## config.mk

```make
export PLATFORM = sky130hd
export DESIGN_NAME = ladybird_level_fifo_flat
export DESIGN_NICKNAME = d
export VERILOG_FILES = /design/src/rtl/ladybird_level_fifo_if.sv /design/src/rtl/ladybird_level_fifo.sv /design/src/flat_wrapper.sv
export SDC_FILE = /design/constraint.sdc
export NUM_CORES = 1
export LEC_CHECK = 0
export ABC_AREA = 0
export CAP_MARGIN = 20
export CORE_ASPECT_RATIO = 0.9
export CORE_MARGIN = 1
export CORE_UTILIZATION = 66
export CTS_CLUSTER_SIZE = 28
export DETAILED_ROUTE_END_ITERATION = 10
export PLACE_DENSITY = 0.86
export SLEW_MARGIN = 0
export SYNTH_ARGS = -nofsm -noshare
export SYNTH_HDL_FRONTEND = slang
export SYNTH_SLANG_ARGS = --single-unit
```

## constraint.sdc

```tcl
create_clock -name clk -period 3.3 [get_ports clk]
set_input_delay 0.495 -clock clk [delete_from_list [all_inputs] [get_ports clk]]
set_output_delay 0.495 -clock clk [all_outputs]
set_load 0.005 [all_outputs]
```

## src/rtl/ladybird_level_fifo_if.sv

```systemverilog
// Stream interface for ladybird_level_fifo: producer (a_*) and consumer (b_*) handshakes.
interface ladybird_level_fifo_if #(
  parameter int DATA_W = 8
);
  logic [DATA_W-1:0] a_data;
  logic              a_valid;
  logic              a_ready;
  logic [DATA_W-1:0] b_data;
  logic              b_valid;
  logic              b_ready;

  modport master (output a_data, a_valid, b_ready, input a_ready, b_data, b_valid);
  modport slave  (input a_data, a_valid, b_ready, output a_ready, b_data, b_valid);
endinterface

```

## src/rtl/ladybird_level_fifo.sv

```systemverilog
// Single-clock valid/ready FIFO with occupancy, almost-full/almost-empty flags and clear flush.
// Define LADYBIRD_FIFO_OUTREG_EN to take b_data/b_valid from a register stage (capacity D+1).
module ladybird_level_fifo #(
  parameter int FIFO_DEPTH_W = 4,
  parameter int DATA_W       = 8,
  parameter int AFULL_TH     = (2 ** FIFO_DEPTH_W) - 2,
  parameter int AEMPTY_TH    = 1
) (
  input  logic                    clk,
  input  logic                    anrst,
  input  logic                    nrst,
  input  logic                    clear,
  ladybird_level_fifo_if.slave    bus,
  output logic [FIFO_DEPTH_W:0]   level,
  output logic                    almost_full,
  output logic                    almost_empty
);
  localparam int D  = 2 ** FIFO_DEPTH_W;
  localparam int LW = FIFO_DEPTH_W + 1;
  localparam logic [LW-1:0]           DEPTH_L  = LW'(D);
  localparam logic [LW-1:0]           LVL_ZERO = LW'(0);
  localparam logic [LW-1:0]           LVL_ONE  = LW'(1);
  localparam logic [LW-1:0]           AFULL_L  = LW'(AFULL_TH);
  localparam logic [LW-1:0]           AEMPTY_L = LW'(AEMPTY_TH);
  localparam logic [FIFO_DEPTH_W-1:0] PTR_ONE  = FIFO_DEPTH_W'(1);

  logic [DATA_W-1:0]       mem_r [D];
  logic [FIFO_DEPTH_W-1:0] rd_ptr_r;
  logic [FIFO_DEPTH_W-1:0] wr_ptr_r;
  logic [LW-1:0]           level_mem_r;
  logic [LW-1:0]           level_mem_nxt_s;
  logic [LW-1:0]           level_s;
  logic [DATA_W-1:0]       head_s;
  logic                    a_ready_s;
  logic                    wr_fire_s;
  logic                    rd_mem_s;

  assign head_s    = mem_r[rd_ptr_r];
  assign a_ready_s = (level_mem_r != DEPTH_L);
  assign wr_fire_s = bus.a_valid & a_ready_s;
  assign bus.a_ready = a_ready_s;

`ifdef LADYBIRD_FIFO_OUTREG_EN
  logic              out_valid_r;
  logic              out_valid_nxt_s;
  logic [DATA_W-1:0] out_data_r;

  // Output stage refills whenever it is empty or being consumed.
  always_comb begin
    rd_mem_s = (~out_valid_r | bus.b_ready) & (level_mem_r != LVL_ZERO);
    if (rd_mem_s) begin
      out_valid_nxt_s = 1'b1;
    end else if (bus.b_ready) begin
      out_valid_nxt_s = 1'b0;
    end else begin
      out_valid_nxt_s = out_valid_r;
    end
  end

  // Output register stage.
  always_ff @(posedge clk or negedge anrst) begin
    if (!anrst) begin
      out_valid_r <= 1'b0;
      out_data_r  <= {DATA_W{1'b0}};
    end else if (!nrst) begin
      out_valid_r <= 1'b0;
      out_data_r  <= {DATA_W{1'b0}};
    end else if (clear) begin
      out_valid_r <= 1'b0;
      out_data_r  <= out_data_r;
    end else begin
      out_valid_r <= out_valid_nxt_s;
      out_data_r  <= rd_mem_s ? head_s : out_data_r;
    end
  end

  assign bus.b_valid = out_valid_r;
  assign bus.b_data  = out_data_r;
  assign level_s     = level_mem_r + LW'(out_valid_r);
`else
  assign rd_mem_s    = (level_mem_r != LVL_ZERO) & bus.b_ready;
  assign bus.b_valid = (level_mem_r != LVL_ZERO);
  assign bus.b_data  = head_s;
  assign level_s     = level_mem_r;
`endif

  // Memory occupancy update; a simultaneous read and write leaves it unchanged.
  always_comb begin
    level_mem_nxt_s = level_mem_r;
    case ({wr_fire_s, rd_mem_s})
      2'b10:   level_mem_nxt_s = level_mem_r + LVL_ONE;
      2'b01:   level_mem_nxt_s = level_mem_r - LVL_ONE;
      default: level_mem_nxt_s = level_mem_r;
    endcase
  end

  // Pointers and occupancy register.
  always_ff @(posedge clk or negedge anrst) begin
    if (!anrst) begin
      rd_ptr_r    <= {FIFO_DEPTH_W{1'b0}};
      wr_ptr_r    <= {FIFO_DEPTH_W{1'b0}};
      level_mem_r <= {LW{1'b0}};
    end else if (!nrst || clear) begin
      rd_ptr_r    <= {FIFO_DEPTH_W{1'b0}};
      wr_ptr_r    <= {FIFO_DEPTH_W{1'b0}};
      level_mem_r <= {LW{1'b0}};
    end else begin
      rd_ptr_r    <= rd_mem_s ? (rd_ptr_r + PTR_ONE) : rd_ptr_r;
      wr_ptr_r    <= wr_fire_s ? (wr_ptr_r + PTR_ONE) : wr_ptr_r;
      level_mem_r <= level_mem_nxt_s;
    end
  end

  // Storage array; clear leaves contents in place, reset zeroes them.
  always_ff @(posedge clk or negedge anrst) begin
    if (!anrst) begin
      for (int i = 0; i < D; i++) mem_r[i] <= {DATA_W{1'b0}};
    end else if (!nrst) begin
      for (int i = 0; i < D; i++) mem_r[i] <= {DATA_W{1'b0}};
    end else if (wr_fire_s && !clear) begin
      mem_r[wr_ptr_r] <= bus.a_data;
    end
  end

  assign level        = level_s;
  assign almost_full  = (level_s >= AFULL_L);
  assign almost_empty = (level_s <= AEMPTY_L);
endmodule

```

## src/flat_wrapper.sv

```systemverilog
// flat-port wrapper written by rule: the top's interface ports become plain ports
module ladybird_level_fifo_flat 
#(
  parameter int FIFO_DEPTH_W = 4,
  parameter int DATA_W       = 8,
  parameter int AFULL_TH     = (2 ** FIFO_DEPTH_W) - 2,
  parameter int AEMPTY_TH    = 1
)
  (clk, anrst, nrst, clear, level, almost_full, almost_empty, bus_a_data, bus_a_valid, bus_b_ready, bus_a_ready, bus_b_data, bus_b_valid);
  ladybird_level_fifo_if #(.DATA_W(DATA_W)) bus_i ();
  input  logic clk;
  input  logic anrst;
  input  logic nrst;
  input  logic clear;
  output logic [FIFO_DEPTH_W:0] level;
  output logic almost_full;
  output logic almost_empty;
  input wire logic [$bits(bus_i.a_data)-1:0] bus_a_data;
  input wire logic [$bits(bus_i.a_valid)-1:0] bus_a_valid;
  input wire logic [$bits(bus_i.b_ready)-1:0] bus_b_ready;
  output wire logic [$bits(bus_i.a_ready)-1:0] bus_a_ready;
  output wire logic [$bits(bus_i.b_data)-1:0] bus_b_data;
  output wire logic [$bits(bus_i.b_valid)-1:0] bus_b_valid;
  assign bus_i.a_data = bus_a_data;
  assign bus_i.a_valid = bus_a_valid;
  assign bus_i.b_ready = bus_b_ready;
  assign bus_a_ready = bus_i.a_ready;
  assign bus_b_data = bus_i.b_data;
  assign bus_b_valid = bus_i.b_valid;
  ladybird_level_fifo #(.FIFO_DEPTH_W(FIFO_DEPTH_W), .DATA_W(DATA_W), .AFULL_TH(AFULL_TH), .AEMPTY_TH(AEMPTY_TH)) u_core (.clk(clk), .anrst(anrst), .nrst(nrst), .clear(clear), .bus(bus_i), .level(level), .almost_full(almost_full), .almost_empty(almost_empty));
endmodule
```

---- After elaboration in Yosys (flattened, before gate mapping) ----
Cells that the tools add are included.
Widths: inputs -> output; s select.
operators by class
  $add $sub $neg .......................... 4
  order comparisons ....................... 5
  equal/unequal tests ..................... 4
  multiplexer cells ....................... 14
  bitwise operators ....................... 4
  reductions and logical operators ........ 9
operators by type and width
  cell                 number
  $mux 128             2
  $bwmux 128           1
  $bmux 8 s4           1
  $demux 8 s4          1
  $mux 8               3
  $mux 4               4
  $ge 5x5->1 const B   2
  $not 4->5            2
  $pmux 5 s2           1
  $add 4x1->4 const B  2
  $add 5x1->5 const B  1
  $ge 5x4->1 const B   1
  $le 5x1->1 const B   1
  $lt 5x1->1 const B   1
  $mux 5               1
  $ne 5x5->1 const B   1
  $reduce_bool 5->1    1
  $sub 5x1->5 const B  1
  $reduce_bool 2->1    2
  $reduce_bool 3->1    1
  $and 1x1->1          2
  $eq 2x1->1 const B   1
  $eq 2x2->1 const B   1
  $logic_and 1x1->1    2
  3 further kinds      4
word-level totals
  register bits after elaboration ......... 141
  bits of input ports ..................... 14

---- Logic depth before layout (Yosys ltp) ----
Gate-level depths: netlist of the first run.
  word-level depth ........................ 8
  gate-level depth with buffers ........... 9
  depth with buffers taken out ............ 7

---- Worst setup path before layout of the first run ----
No wires, ideal clock.
  path kind ............................... register to output
  from .................................... register u_core.rd_ptr_r[0]
  to ...................................... output port bus_b_data[3]
  data arrival time ....................... 1.759 ns
  data required time ...................... 2.805 ns
  setup slack ............................. 1.046 ns
  stages on the path, launching flop included .. 6
  path buffers ............................ 2
  cell sequence ........................... dfrtp_1 clkbuf_1 buf_2 mux4_2 a22oi_1 nand2_1
on the way
  longest elaborated chain between the ends .. 4
RTL lines
  item                                       line                        source
  from (decl)                                ladybird_level_fifo.sv:28   logic [FIFO_DEPTH_W-1:0] rd_ptr_r;
  from (signal assigned)                     ladybird_level_fifo.sv:100  rd_ptr_r <= {FIFO_DEPTH_W{1'b0}};
  from (signal assigned)                     ladybird_level_fifo.sv:104  rd_ptr_r <= {FIFO_DEPTH_W{1'b0}};
  from (signal assigned)                     ladybird_level_fifo.sv:108  rd_ptr_r <= rd_mem_s ? (rd_ptr_r + PTR_ONE) : rd_ptr_r;
  $not 4->5 (implied by the code)            ladybird_level_fifo.sv:38   assign head_s = mem_r[rd_ptr_r];
  $bmux 8 s4                                 ladybird_level_fifo.sv:38
  $mux 8 (implied by the code) (2 in a row)  ladybird_level_fifo.sv:38
  to (decl)                                  flat_wrapper.sv:22          output wire logic [$bits(bus_i.b_data)-1:0] bus_b_data;
No other way between the ends. The select of a mux whose other input is x is not followed.

---- Final worst setup path of the first run ----
  from .................................... register u_core.rd_ptr_r[0]
  to ...................................... output port bus_b_data[6]
Same word-level chain as after synthesis.

==> results.ini, run 1 <==
[sta]
finalSetupViolations=0
rsz0062_at_grt=no
final.setup.tns_ns=0
fin_crit_sh_pct=93.0
drv_slew=0
slew_headroom_pct=45.1
hold_viol=0
fmax_mhz=326
skew_ns=0.00926
worst_pin_slew_ns=0.821
hold_slack_ns=0.0880
setup_slack_ns=0.231
min_period_ns=3.07

[global_route]
grt_usage_pct=31.4
antenna_found_initial=0
met1_usage_pct=44.0
busiest_layer=met2
grt_util_met2_pct=47.4
grt_max_degree=74
grt_pass1_wl_um=28000
grt.overflow.total=0
grt_pass1_vias=5268
met3_usage_pct=8.04

[die]
fp-row-count=36
die_area_sq_mm=0.0120
dieHeight_um=104
pin_count=31
die_x_um=115
core_sq_mm=0.0110
start_util_pct=68.9

[yosys]
avgSynthCellArea_sq_um=12.6
synth_warnings=0
netlist_area_sq_mm=0.00761
synth_top_area_share_pct=46.4
synthCells=604
ys_seq_area_share_pct=46.4
ys_ff_latch=141
post-synth-top-area-cell=dfrtp_1
synthesis.nets=628
synth_area_leaders=dfrtp_1 (46%), mux2i_1 (17%), nor2b_1 (11%)
synth_cell_types=42

[critical_path]
path_cells=buf_12, mux4_2, a22oi_1, nand2_1, clkdlybuf4s50_1
reg2reg_from=u_core.level[1]$_DFFE_PN0P_
crit_buf_inv=2
endpoint_kind=output port
cp_max_fo=35
path_delay_family=buffers and inverters
required_ns=2.80
cp_slowest_stage_delay_ns=0.58
arrival_ns=2.57
critPathLaunchType=flop
r2r_end=u_core.mem_r[116]$_DFFE_PN0P_
crit_type=reg -> out
worstRegToRegCells=7
cp_slowest_cell=mux4_2
rrSetupSlack_ns=0.71

[final_layout]
fin_nets=647
syn2layout_area_growth_pct=12.6
fin_cells=786
n_antenna_cell=0
layout-drive-gt1-share_pct=16.2

[cts]
clk_latency_ns=0.42
clockRootBuffer=clkbuf_16
path_clk_slew_ns=0.06
cts_resized=0
postCtsHoldBufs=0
cts_buffers=17
post-cts-setup-buffer-count=0
h-tree-depth=4
clock-sinks=141
cts_buffer_depth=2
tritoncts=built

[route]
ant_nets=0
vias_per_cell=6.22
wl_per_cell_um=21.9
via_count=4889
route.detailed.drc=0
drtIter0Drc=423
dr.pass1.iters=6
wl_um=17200

[placed_design]
dp.cells=756
place_ws_ns=0.608
portBuffers=30
place_hpwl_um=10600
place_congestion=0.846

[min_path]
hp-class=in -> async

[pwr]
p_leak_uw=0.00325
power_density_mw_per_mm2=450
vdd_drop_max_mv=0.345

[run]
max_cap_violations=0

[status]
status=completed

-- worst max-delay path by stage --
stage | startpoint | to | slack (ns) | cells past startpoint
floorplan | u_core.rd_ptr_r[0]$_DFFE_PN0P_ | bus_b_data[3] | 1.05 | 5
global placement | bus_a_valid | u_core.mem_r[14]$_DFFE_PN0P_ | 0.71 | 5
detailed placement | bus_a_valid | u_core.mem_r[9]$_DFFE_PN0P_ | 0.61 | 5
CTS | u_core.rd_ptr_r[0]$_DFFE_PN0P_ | bus_b_data[6] | 0.24 | 5
global route | u_core.level[1]$_DFFE_PN0P_ | bus_b_valid | 0.16 | 5
finish | u_core.rd_ptr_r[0]$_DFFE_PN0P_ | bus_b_data[6] | 0.23 | 5
-- cells in the final DEF (no fill, tap or decap), types with 7 or more instances in the layout --
cell and n:
mux2i_1 128, mux4_2 32, a22oi_1 16, clkbuf_16 17
dfrtp_1 140, ha_1 10, nor2_1 9, inv_1 7
nor3_4 12, nand2_1 17, buf_4 13, nor2b_1 131
clkdlybuf4s50_1 28
-- power by group --
| group | internal (uW) | total, uW | switching, uW |
|---|---|---|---|
| clock | 1060 | 1780 | 718 |
| combinational | 134 | 312 | 178 |
| sequential | 1740 | 1760 | 14.5 |
-- synth_stat cells --
library cell  instances
a2111oi_0             1
a211oi_1              3
a21oi_1               5
a221oi_2              1
a22oi_1              16
and2_1                2
and2_4                1
and3_1                2
buf_1                 2
buf_2                 6
buf_6                 4
clkbuf_1             32
dfrtp_1             141
ha_1                 10
inv_1                 7
inv_6                 1
maj3_2                1
mux2i_1             128
mux4_2               32
nand2_1              17
nand2b_1              3
nand3_1               5
nand3b_1              2
nand3b_2              2
nand4_1               1
nor2_1                9
nor2b_1             131
nor3_1                5
nor3_4               12
nor4_1                1
nor4_4                4
nor4b_1               1
nor4bb_2              1
o21a_1                2
o21ai_0               2
o21bai_1              1
o311a_1               1
or3b_2                1
or4b_2                1
xnor2_1               1
xnor3_1               1
xor2_1                5
-- sequential cells by signal, summed over array words and instances (netlist names) --
register         count
u_core.level         5
u_core.mem_r       128
u_core.rd_ptr_r      4
u_core.wr_ptr_r      4
-- routing by layer --
layer | up-vias | part of all wire [%]
met5 | - | 0
met4 | 0 | 2.5
met3 | 39 | 6.9
met2 | 214 | 47
met1 | 2477 | 43
li1 | 2159 | -
-- layout make-up --
class                      instances  area, sq um
clock buffer                      20          457
sequential                       141         3530
inverter                           8         35.0
fill                             688         2470
timing repair buffer              44          414
clock inverter                    10         92.6
multi-input combinational        411         3850
tap                              152          190
-- logic make-up (layout without fill, tap and decap cells) --
kind of cell,Yosys count,in the layout,synth area share (%)
AND/OR/NAND/NOR,201,201,18.3
multiplexers,160,160,26.3
flip-flops,141,141,46.4
buffers and inverters,52,82,3.13
AO/OA/AOI/OAI,32,32,3.08
adder cells (fa/ha/maj),11,11,1.79
XOR/XNOR,7,7,0.987
-- per-stage QoR --
stage / total power, uW / utilization [%] / area (sq um)
global placement: 2090 / 72.7 / 8020
CTS: 3870 / 77.6 / 8570
floorplan: 1960 / - / 7610
detailed placement: 2100 / 72.7 / 8020
finish: 3850 / 77.6 / 8570
global route: 3970 / 77.6 / 8570
(Power assumes the default switching activity.)
==> inputs of run 2 (changes only) <==
--- a/config.mk
+++ b/config.mk
@@ -12,7 +12,7 @@
 export CORE_UTILIZATION = 66
 export CTS_CLUSTER_SIZE = 28
 export DETAILED_ROUTE_END_ITERATION = 10
-export PLACE_DENSITY = 0.86
+export PLACE_DENSITY = 0.89
 export SLEW_MARGIN = 0
 export SYNTH_ARGS = -nofsm -noshare
 export SYNTH_HDL_FRONTEND = slang
==> results.ini, run 2 (synthesis gave the netlist of run 1 again) <==
[route]
wl_um=17500
route.detailed.drc=0
drtIter0Drc=377
via_count=4935
vias_per_cell=6.27
ant_nets=0
wl_per_cell_um=22.3
dr.pass1.iters=4

[cts]
cts_buffers=17
path_clk_slew_ns=0.06
cts_buffer_depth=2
clk_latency_ns=0.42
h-tree-depth=4
clock-sinks=141
clockRootBuffer=clkbuf_16
tritoncts=built
postCtsHoldBufs=0

[critical_path]
crit_buf_inv=2
rrSetupSlack_ns=0.76
endpoint_kind=output port
cp_max_fo=18
cp_slowest_cell=dfrtp_4
crit_type=reg -> out
path_delay_family=buffers and inverters
arrival_ns=2.61
required_ns=2.80
path_cells=buf_12, mux4_2, a22oi_1, nand2_1, clkdlybuf4s50_1
critPathLaunchType=flop
cp_slowest_stage_delay_ns=0.58

[sta]
min_period_ns=3.11
hold_viol=0
fin_crit_sh_pct=94.2
drv_slew=0
finalSetupViolations=0
slew_headroom_pct=43.1
final.setup.tns_ns=0
setup_slack_ns=0.191
fmax_mhz=322
worst_pin_slew_ns=0.851
rsz0062_at_grt=no
skew_ns=0.00466

[placed_design]
place_congestion=0.756
place_hpwl_um=10900
place_ws_ns=0.402
dp.cells=755
portBuffers=30

[final_layout]
largest_reg_flops=128
n_antenna_cell=0
mostFrequentLayoutCells=dfrtp_1 (140), nor2b_1 (131), mux2i_1 (128)
fin_nets=646
utilization_pct=78.8
final_common_cell=dfrtp_1
fillers=634
syn2layout_area_growth_pct=14.3
layout-drive-gt1-share_pct=16.4
top_register=u_core.mem_r
fin_cells=787

[global_route]
grt_max_degree=94
grt.overflow.total=0
grt_usage_pct=32.3
grt_pass1_vias=5236
grt_pass1_wl_um=28700
antenna_found_initial=0

[die]
fp-row-count=36
die_x_um=115
dieHeight_um=104
die_area_sq_mm=0.0120
core_sq_mm=0.0110
start_util_pct=68.9
pin_count=31

[run]
max_cap_violations=0

[pwr]
power_density_mw_per_mm2=476
p_leak_uw=0.00331
vdd_drop_max_mv=0.429
finalPower_uw=4140

[status]
status=completed

[min_path]
hp-class=in -> async

[run 2: changes by cell type in the layout (fill, tap and decap cells not counted)]
cell,previous run,this run
clkinv_4,1,2
buf_12,1,4
inv_6,2,1
bufinv_16,1,4
dfrtp_2,1,0
dfrtp_4,0,1
buf_4,13,9
clkbuf_8,2,4
clkinvlp_4,4,1
[run 2: routing by layer]
metal	up-vias	track usage (%)	routed length, um	share of wire, %
met5	-	0	0	0
met4	0	10.3	349	2.0
met3	41	7.28	1030	5.9
met1	2536	46.3	7570	43
met2	190	49.3	8600	49
li1	2168	-	-	-
[run 2: final cells by class]
class                   count  area, sq um  area share, %
multi-input cells         411         3850           44.3
repair buffers             43          444           5.11
well taps                 152          190           2.19
clock buffers              22          484           5.57
clock inverters            10          160           1.84
flip-flops and latches    141         3530           40.6
inverters                   8         35.0          0.403
[run 2: worst paths after layout]
kind / endpoint / startpoint / cells past startpoint
min in group clk: u_core.mem_r[38]$_DFFE_PN0P_ / u_core.mem_r[38]$_DFFE_PN0P_ / 2
max: bus_b_data[4] / u_core.rd_ptr_r[0]$_DFFE_PN0P_ / 5
max reg2reg: u_core.mem_r[104]$_DFFE_PN0P_ / u_core.level[1]$_DFFE_PN0P_ / 7
min reg2reg: u_core.mem_r[38]$_DFFE_PN0P_ / u_core.mem_r[38]$_DFFE_PN0P_ / 2
min: u_core.level[3]$_DFFE_PN0P_ / anrst / 1
max in group asynchronous: u_core.mem_r[75]$_DFFE_PN0P_ / anrst / 2
[run 2: worst register-to-register path, stage by stage (launching register included)]
cell and delay [ns]:
dfrtp_1 0.45, inv_1 0.16, ha_1 0.26, nor4bb_4 0.19, buf_12 0.20, nor4_4 0.71
mux2i_1 0.33, nor2b_1 0.12
[run 2: stage by stage]
| stage | hold slack [ns] | instance area, sq um |
|---|---|---|
| final | 0.0850 | 8700 |
| after global routing | 0.131 | 8700 |
| after CTS | 0.112 | 8690 |
| after detailed placement | 0.527 | 8050 |
| after global placement | 0.520 | 8050 |
| after floorplan | 0.199 | 7610 |
[run 2: power breakdown]
group          internal (uW)  total, uW  switching (uW)
Combinational            136        312             176
Clock                   1340       2070             727
Sequential              1740       1760            19.0
[run 2: timing repair]
item	CTS	global route
gates resized for setup	0	1
setup buffers	0	0
endpoints found under the hold margin	0	0
endpoints found under the setup margin	0	2
